### config.mk
export PLATFORM = sky130hd
export DESIGN_NAME = nx_node_decoder
export DESIGN_NICKNAME = d
export VERILOG_FILES = /design/src/rtl/nx_node_decoder.sv
export SDC_FILE = /design/constraint.sdc
export NUM_CORES = 1
export LEC_CHECK = 0
export ABC_AREA = 1
export BUFFER_PORTS_ARGS = -buffer_cell sky130_fd_sc_hd__buf_2
export CAP_MARGIN = 30
export CORE_ASPECT_RATIO = 1.1
export CORE_MARGIN = 4
export CORE_UTILIZATION = 50
export DETAILED_ROUTE_END_ITERATION = 10
export GPL_TIMING_DRIVEN = 0
export PLACE_DENSITY = 0.81
export REMOVE_ABC_BUFFERS = 1
export SYNTH_ARGS = -nofsm -noshare
export SYNTH_HDL_FRONTEND = slang
export SYNTH_SLANG_ARGS = --single-unit
export TNS_END_PERCENT = 1
### constraint.sdc
create_clock -name clk_i -period 3 [get_ports clk_i]
set_input_delay 0.6 -clock clk_i [delete_from_list [all_inputs] [get_ports clk_i]]
set_output_delay 0.6 -clock clk_i [all_outputs]
set_load 0.1 [all_outputs]
### src/rtl/nx_node_decoder.sv
// nx_node_decoder: splits inbound node messages into instruction loads,
// I/O mapping updates and signal-state updates. Instruction loads go through
// a single-entry buffer; map/signal updates are one-cycle registered pulses.
module nx_node_decoder #(
    parameter int STREAM_WIDTH   = 32,
    parameter int ADDR_ROW_WIDTH = 4,
    parameter int ADDR_COL_WIDTH = 4,
    parameter int COMMAND_WIDTH  = 2,
    parameter int INPUTS         = 8,
    parameter int OUTPUTS        = 8,
    localparam int MAX_IO        = (INPUTS > OUTPUTS) ? INPUTS : OUTPUTS,
    localparam int IO_W          = (MAX_IO > 1) ? $clog2(MAX_IO) : 1,
    localparam int IDX_W         = (OUTPUTS > 1) ? $clog2(OUTPUTS) : 1,
    localparam int PAYLOAD_WIDTH = STREAM_WIDTH - 1 - ADDR_ROW_WIDTH - ADDR_COL_WIDTH - COMMAND_WIDTH
) (
    input  logic                      clk_i,
    input  logic                      rst_i,
    input  logic [STREAM_WIDTH-1:0]   msg_data_i,
    input  logic                      msg_valid_i,
    output logic                      msg_ready_o,
    output logic [PAYLOAD_WIDTH-1:0]  instr_data_o,
    output logic                      instr_valid_o,
    input  logic                      instr_ready_i,
    output logic [IO_W-1:0]           map_io_o,
    output logic                      map_input_o,
    output logic [ADDR_ROW_WIDTH-1:0] map_remote_row_o,
    output logic [ADDR_COL_WIDTH-1:0] map_remote_col_o,
    output logic [IDX_W-1:0]          map_remote_idx_o,
    output logic                      map_slot_o,
    output logic                      map_broadcast_o,
    output logic                      map_seq_o,
    output logic                      map_valid_o,
    output logic [ADDR_ROW_WIDTH-1:0] signal_remote_row_o,
    output logic [ADDR_COL_WIDTH-1:0] signal_remote_col_o,
    output logic [IDX_W-1:0]          signal_remote_idx_o,
    output logic                      signal_state_o,
    output logic                      signal_valid_o,
    output logic [7:0]                drop_count_o,
    output logic                      idle_o
);

    typedef struct packed {
        logic [IO_W-1:0]           io;
        logic                      inp;
        logic [ADDR_ROW_WIDTH-1:0] row;
        logic [ADDR_COL_WIDTH-1:0] col;
        logic [IDX_W-1:0]          idx;
        logic                      slot;
        logic                      bcast;
        logic                      seq;
    } cfg_t;

    typedef struct packed {
        logic [ADDR_ROW_WIDTH-1:0] row;
        logic [ADDR_COL_WIDTH-1:0] col;
        logic [IDX_W-1:0]          idx;
        logic                      state;
    } sig_t;

    localparam int CFG_BITS = $bits(cfg_t);
    localparam int SIG_BITS = $bits(sig_t);

    localparam logic [COMMAND_WIDTH-1:0] CMD_LOAD = COMMAND_WIDTH'(0);
    localparam logic [COMMAND_WIDTH-1:0] CMD_CFG  = COMMAND_WIDTH'(1);
    localparam logic [COMMAND_WIDTH-1:0] CMD_SIG  = COMMAND_WIDTH'(2);

    // Message fields; broadcast/row/col header is already consumed by the router.
    logic [COMMAND_WIDTH-1:0] cmd;
    logic [PAYLOAD_WIDTH-1:0] payload;
    cfg_t                     cfg_in;
    sig_t                     sig_in;
    logic [STREAM_WIDTH-PAYLOAD_WIDTH-COMMAND_WIDTH-1:0] unused_hdr;

    assign payload    = msg_data_i[PAYLOAD_WIDTH-1:0];
    assign cmd        = msg_data_i[PAYLOAD_WIDTH +: COMMAND_WIDTH];
    assign unused_hdr = msg_data_i[STREAM_WIDTH-1:PAYLOAD_WIDTH+COMMAND_WIDTH];
    assign cfg_in     = payload[PAYLOAD_WIDTH-1 -: CFG_BITS];
    assign sig_in     = payload[PAYLOAD_WIDTH-1 -: SIG_BITS];

    logic                     instr_valid_q, instr_valid_d;
    logic [PAYLOAD_WIDTH-1:0] instr_data_q,  instr_data_d;
    logic                     map_valid_q,   map_valid_d;
    cfg_t                     cfg_q,         cfg_d;
    logic                     sig_valid_q,   sig_valid_d;
    sig_t                     sig_q,         sig_d;
    logic [7:0]               drop_q,        drop_d;
    logic                     accept;

    // A held instruction blocks every command so message order is preserved.
    assign msg_ready_o = !instr_valid_q || instr_ready_i;
    assign accept      = msg_valid_i && msg_ready_o;

    // Next-state: drain the instruction buffer, then apply the accepted command.
    always_comb begin
        instr_valid_d = instr_valid_q && !instr_ready_i;
        instr_data_d  = instr_data_q;
        map_valid_d   = 1'b0;
        cfg_d         = cfg_q;
        sig_valid_d   = 1'b0;
        sig_d         = sig_q;
        drop_d        = drop_q;
        if (accept) begin
            case (cmd)
                CMD_LOAD: begin
                    instr_valid_d = 1'b1;
                    instr_data_d  = payload;
                end
                CMD_CFG: begin
                    map_valid_d = 1'b1;
                    cfg_d       = cfg_in;
                end
                CMD_SIG: begin
                    sig_valid_d = 1'b1;
                    sig_d       = sig_in;
                end
                default: begin
                    if (drop_q != 8'hFF) drop_d = drop_q + 8'd1;
                end
            endcase
        end
    end

    // State registers; reset clears any buffered instruction or pending pulse.
    always_ff @(posedge clk_i or negedge rst_i) begin
        if (!rst_i) begin
            instr_valid_q <= 1'b0;
            instr_data_q  <= '0;
            map_valid_q   <= 1'b0;
            cfg_q         <= '0;
            sig_valid_q   <= 1'b0;
            sig_q         <= '0;
            drop_q        <= '0;
        end else begin
            instr_valid_q <= instr_valid_d;
            instr_data_q  <= instr_data_d;
            map_valid_q   <= map_valid_d;
            cfg_q         <= cfg_d;
            sig_valid_q   <= sig_valid_d;
            sig_q         <= sig_d;
            drop_q        <= drop_d;
        end
    end

    assign instr_valid_o       = instr_valid_q;
    assign instr_data_o        = instr_data_q;
    assign map_valid_o         = map_valid_q;
    assign map_io_o            = cfg_q.io;
    assign map_input_o         = cfg_q.inp;
    assign map_remote_row_o    = cfg_q.row;
    assign map_remote_col_o    = cfg_q.col;
    assign map_remote_idx_o    = cfg_q.idx;
    assign map_slot_o          = cfg_q.slot;
    assign map_broadcast_o     = cfg_q.bcast;
    assign map_seq_o           = cfg_q.seq;
    assign signal_valid_o      = sig_valid_q;
    assign signal_remote_row_o = sig_q.row;
    assign signal_remote_col_o = sig_q.col;
    assign signal_remote_idx_o = sig_q.idx;
    assign signal_state_o      = sig_q.state;
    assign drop_count_o        = drop_q;
    assign idle_o              = !instr_valid_q && !map_valid_q && !sig_valid_q && !msg_valid_i;

endmodule

==> flow_metrics.py <==
metrics = {
    "routing": {
        "drtPass1Iterations": 4,
        "antenna_left": 0,
        "drt-total-wl_um": 5496,
        "wl_per_cell_um": 12.78,
        "drc": 0,
        "drt_iter0_markers": 68,
        "vias": 2094,
        "avgViaCountPerCell": 4.870,
    },
    "cells_and_area": {
        "area_delta_synth_final_pct": 27.48,
        "num_antenna_cells": 0,
        "fillerInstances": 406,
        "layout.nets": 404,
        "design_area_sq_mm": 0.003343,
        "utilization_pct": 66.42,
        "layout-drive-gt1-share_pct": 36.56,
    },
    "clocking": {
        "clk_latency_ns": 0.33,
        "cts_setup_buffers": 0,
        "cts_resized": 0,
        "ctsHoldBuffers": 0,
        "clkSlewWorstSetupHoldPaths_ns": 0.07,
        "cts-root-buf": "clkbuf_8",
        "cts.sinks": 62,
        "cts_made_buffers": 9,
        "cts_buffer_depth": 2,
        "cts_tree": "built",
        "h-tree-depth": 3,
    },
    "hold_path": {
        "hold_class": "primary input to async pin",
    },
    "critical_path": {
        "reg2reg_to": "map_remote_col_o[1]$_DFFE_PN0P_",
        "path_cells": "buf_2 > nor4_1 > buf_2",
        "cpMostUsedCell": "buf_2",
        "reg2reg_slack_ns": 1.43,
        "path_class": "primary input to output pin",
        "r2r_start": "instr_valid_o$_DFF_PN0_",
        "slowest_delay_ns": 0.47,
        "endpoint_kind": "output pin",
        "arrival_ns": 1.45,
        "critPathLaunchType": "primary input",
        "r2r_cells": 6,
        "cp_slowest_cell": "buf_2",
        "worstPathRequired_ns": 2.40,
        "path_max_fanout": 3,
        "critPathTopFamily": "buffers and inverters",
        "crit_buf_inv": 2,
    },
    "timing": {
        "tightest_slew_ns": 0.7168,
        "whs_ns": 0.2459,
        "finalHoldViolations": 0,
        "maxSlewHeadroom_pct": 52.05,
        "post-route-min-period_ns": 2.052,
        "timing.fmax_ghz": 0.4874,
        "tns_ns": 0,
        "setup_violations": 0,
        "setup_ws_ns": 0.9484,
        "min_period_over_period_pct": 68.39,
        "rsz0062_at_grt": "false",
        "drv_slew": 0,
        "fin_skew_ns": 0.008347,
    },
    "floorplan": {
        "die_w_um": 77.05,
        "rows": 27,
        "die-area_sq_mm": 0.006469,
        "initial_core_util_pct": 52.10,
        "io_pins": 100,
        "core_area_sq_mm": 0.005034,
        "fp.dieH_um": 83.96,
    },
    "synth": {
        "yosysWarnings": 0,
        "synth-compound-area-share_pct": 11.93,
        "synthMuxAreaShare_pct": 0,
        "async_flop_share_pct": 100.0,
        "syn_area_sq_mm": 0.002623,
        "synth_xor_area_share_pct": 0.6679,
        "synth_top_family_by_area": "simple AND/OR/NAND/NOR gates",
        "syn_inst": 274,
        "ys_top_cells_by_area": "dfrtp_1 (59%), nand2_1 (13%), o21ai_2 (6.0%), inv_1 (4.0%), o21ai_1 (3.4%)",
        "synth_cell_types": 22,
        "synth-edff-count": 0,
        "synth.ff_latch_count": 62,
        "yosysMostFrequentCell": "nand2_1",
        "ys_seq_area_share_pct": 59.16,
        "synth_top_area_share_pct": 59.16,
        "synthAdderAreaFrac_pct": 0.4771,
        "synth_top_cell_by_area": "dfrtp_1",
        "synthSimpleGateAreaFrac_pct": 20.52,
        "postSynthAreaPerCell_sq_um": 9.571,
        "synth_common_cells": "nand2_1 (94), dfrtp_1 (62), inv_1 (28)",
        "ys.flop_type": "dfrtp_1",
    },
    "place": {
        "dp_hpwl_um": 3955,
        "dpl_worst_slack_ns": 0.9430,
        "io_buffers": 90,
        "gp_congestion": 0.8669,
        "dpl_cell_area_sq_mm": 0.003087,
    },
    "pwr": {
        "powerDensity_mw_per_mm2": 1064,
        "ir_drop_v": 0.0006193,
        "power.static_leakage_nw": 1.886,
    },
    "grt": {
        "grt_max_degree": 42,
        "overflow": 0,
        "gr-usage-all-layers_pct": 18.82,
        "grt_pass1_wl_um": 9811,
        "first_global_vias": 2184,
        "antenna_found_initial": 0,
    },
    "run_status": {
        "status": "finished, final reports clean",
    },
    "run": {
        "cap_violations": 0,
    },
}
per-stage QoR:
step / power [W] / std cells
floorplan: 0.002394 / 265
global placement: 0.002635 / 413
detailed placement: 0.002661 / 414
CTS: 0.003582 / 430
global route: 0.003710 / 430
finish: 0.003557 / 430
flip-flops by register name, summed over array words and instances (netlist names), 3 cells and up:
register,count
instr_data_o,21
drop_count_o,8
map_remote_col_o,4
map_remote_row_o,4
signal_remote_col_o,4
signal_remote_row_o,4
map_io_o,3
map_remote_idx_o,3
signal_remote_idx_o,3
metal layers:
layer  track usage, %  wire length (um)
met1            21.98              2293
met5                0                 0
met2            30.90              2641
met3            7.451               471
met4            7.605                89
area by class of cell:
type / instances / area, sq um / area share, %
inverters: 29 / 111.4 / 3.331
clock inverters: 5 / 105.1 / 3.144
clock buffers: 11 / 151.4 / 4.528
repair buffers: 91 / 470.5 / 14.07
flip-flops and latches: 62 / 1551 / 46.41
well taps: 58 / 72.57 / 2.171
multi-input cells: 174 / 880.8 / 26.35
where the power goes:
part | internal, W | total, W | leakage, nW | switching (W)
Clock | 0.000597 | 0.000920 | 0.122 | 0.000323
Combinational | 0.000212 | 0.00155 | 0.980 | 0.00134
Sequential | 0.000984 | 0.00109 | 0.784 | 0.000102
logic make-up (layout without fill, tap and decap cells):
| family | Yosys count | in the layout |
|---|---|---|
| AND/OR/NAND/NOR | 122 | 122 |
| XOR/XNOR | 2 | 2 |
| buffers and inverters | 38 | 136 |
| flip-flops | 62 | 62 |
| AO/OA/AOI/OAI | 49 | 49 |
| adder cells (fa/ha/maj) | 1 | 1 |
placed cells by master, fill, tap and decap left out:
master,netlist,routed
nand3_1,7,7
inv_1,28,28
xnor2_1,2,2
nor4_1,1,1
nand3b_4,1,1
buf_2,3,90
nand2_2,4,4
bufinv_16,0,3
nor2_1,9,9
clkinvlp_4,0,2
inv_4,1,1
o21ai_2,18,18
dfrtp_1,62,62
nand3_4,1,1
nand2_4,2,2
nor2_4,1,1
ha_1,1,1
o21ai_1,18,18
nor2_2,1,1
nand3b_1,1,1
buf_12,0,1
nand2_1,94,94
o21ai_0,13,13
clkbuf_8,0,11
worst max-delay path by stage:
stage | cells after the start | slack [ns] | startpoint | end
3_3_place_gp | 3 | 0.94 | msg_valid_i | idle_o
6_report | 3 | 0.95 | msg_valid_i | idle_o
4_1_cts | 2 | 0.93 | instr_valid_o$_DFF_PN0_ | idle_o
2_1_floorplan | 1 | -1.39 | instr_valid_o$_DFF_PN0_ | idle_o
5_1_grt | 2 | 0.82 | instr_valid_o$_DFF_PN0_ | idle_o
3_5_place_dp | 3 | 0.94 | msg_valid_i | idle_o
Note: power is estimated with default switching activity, not from simulation.
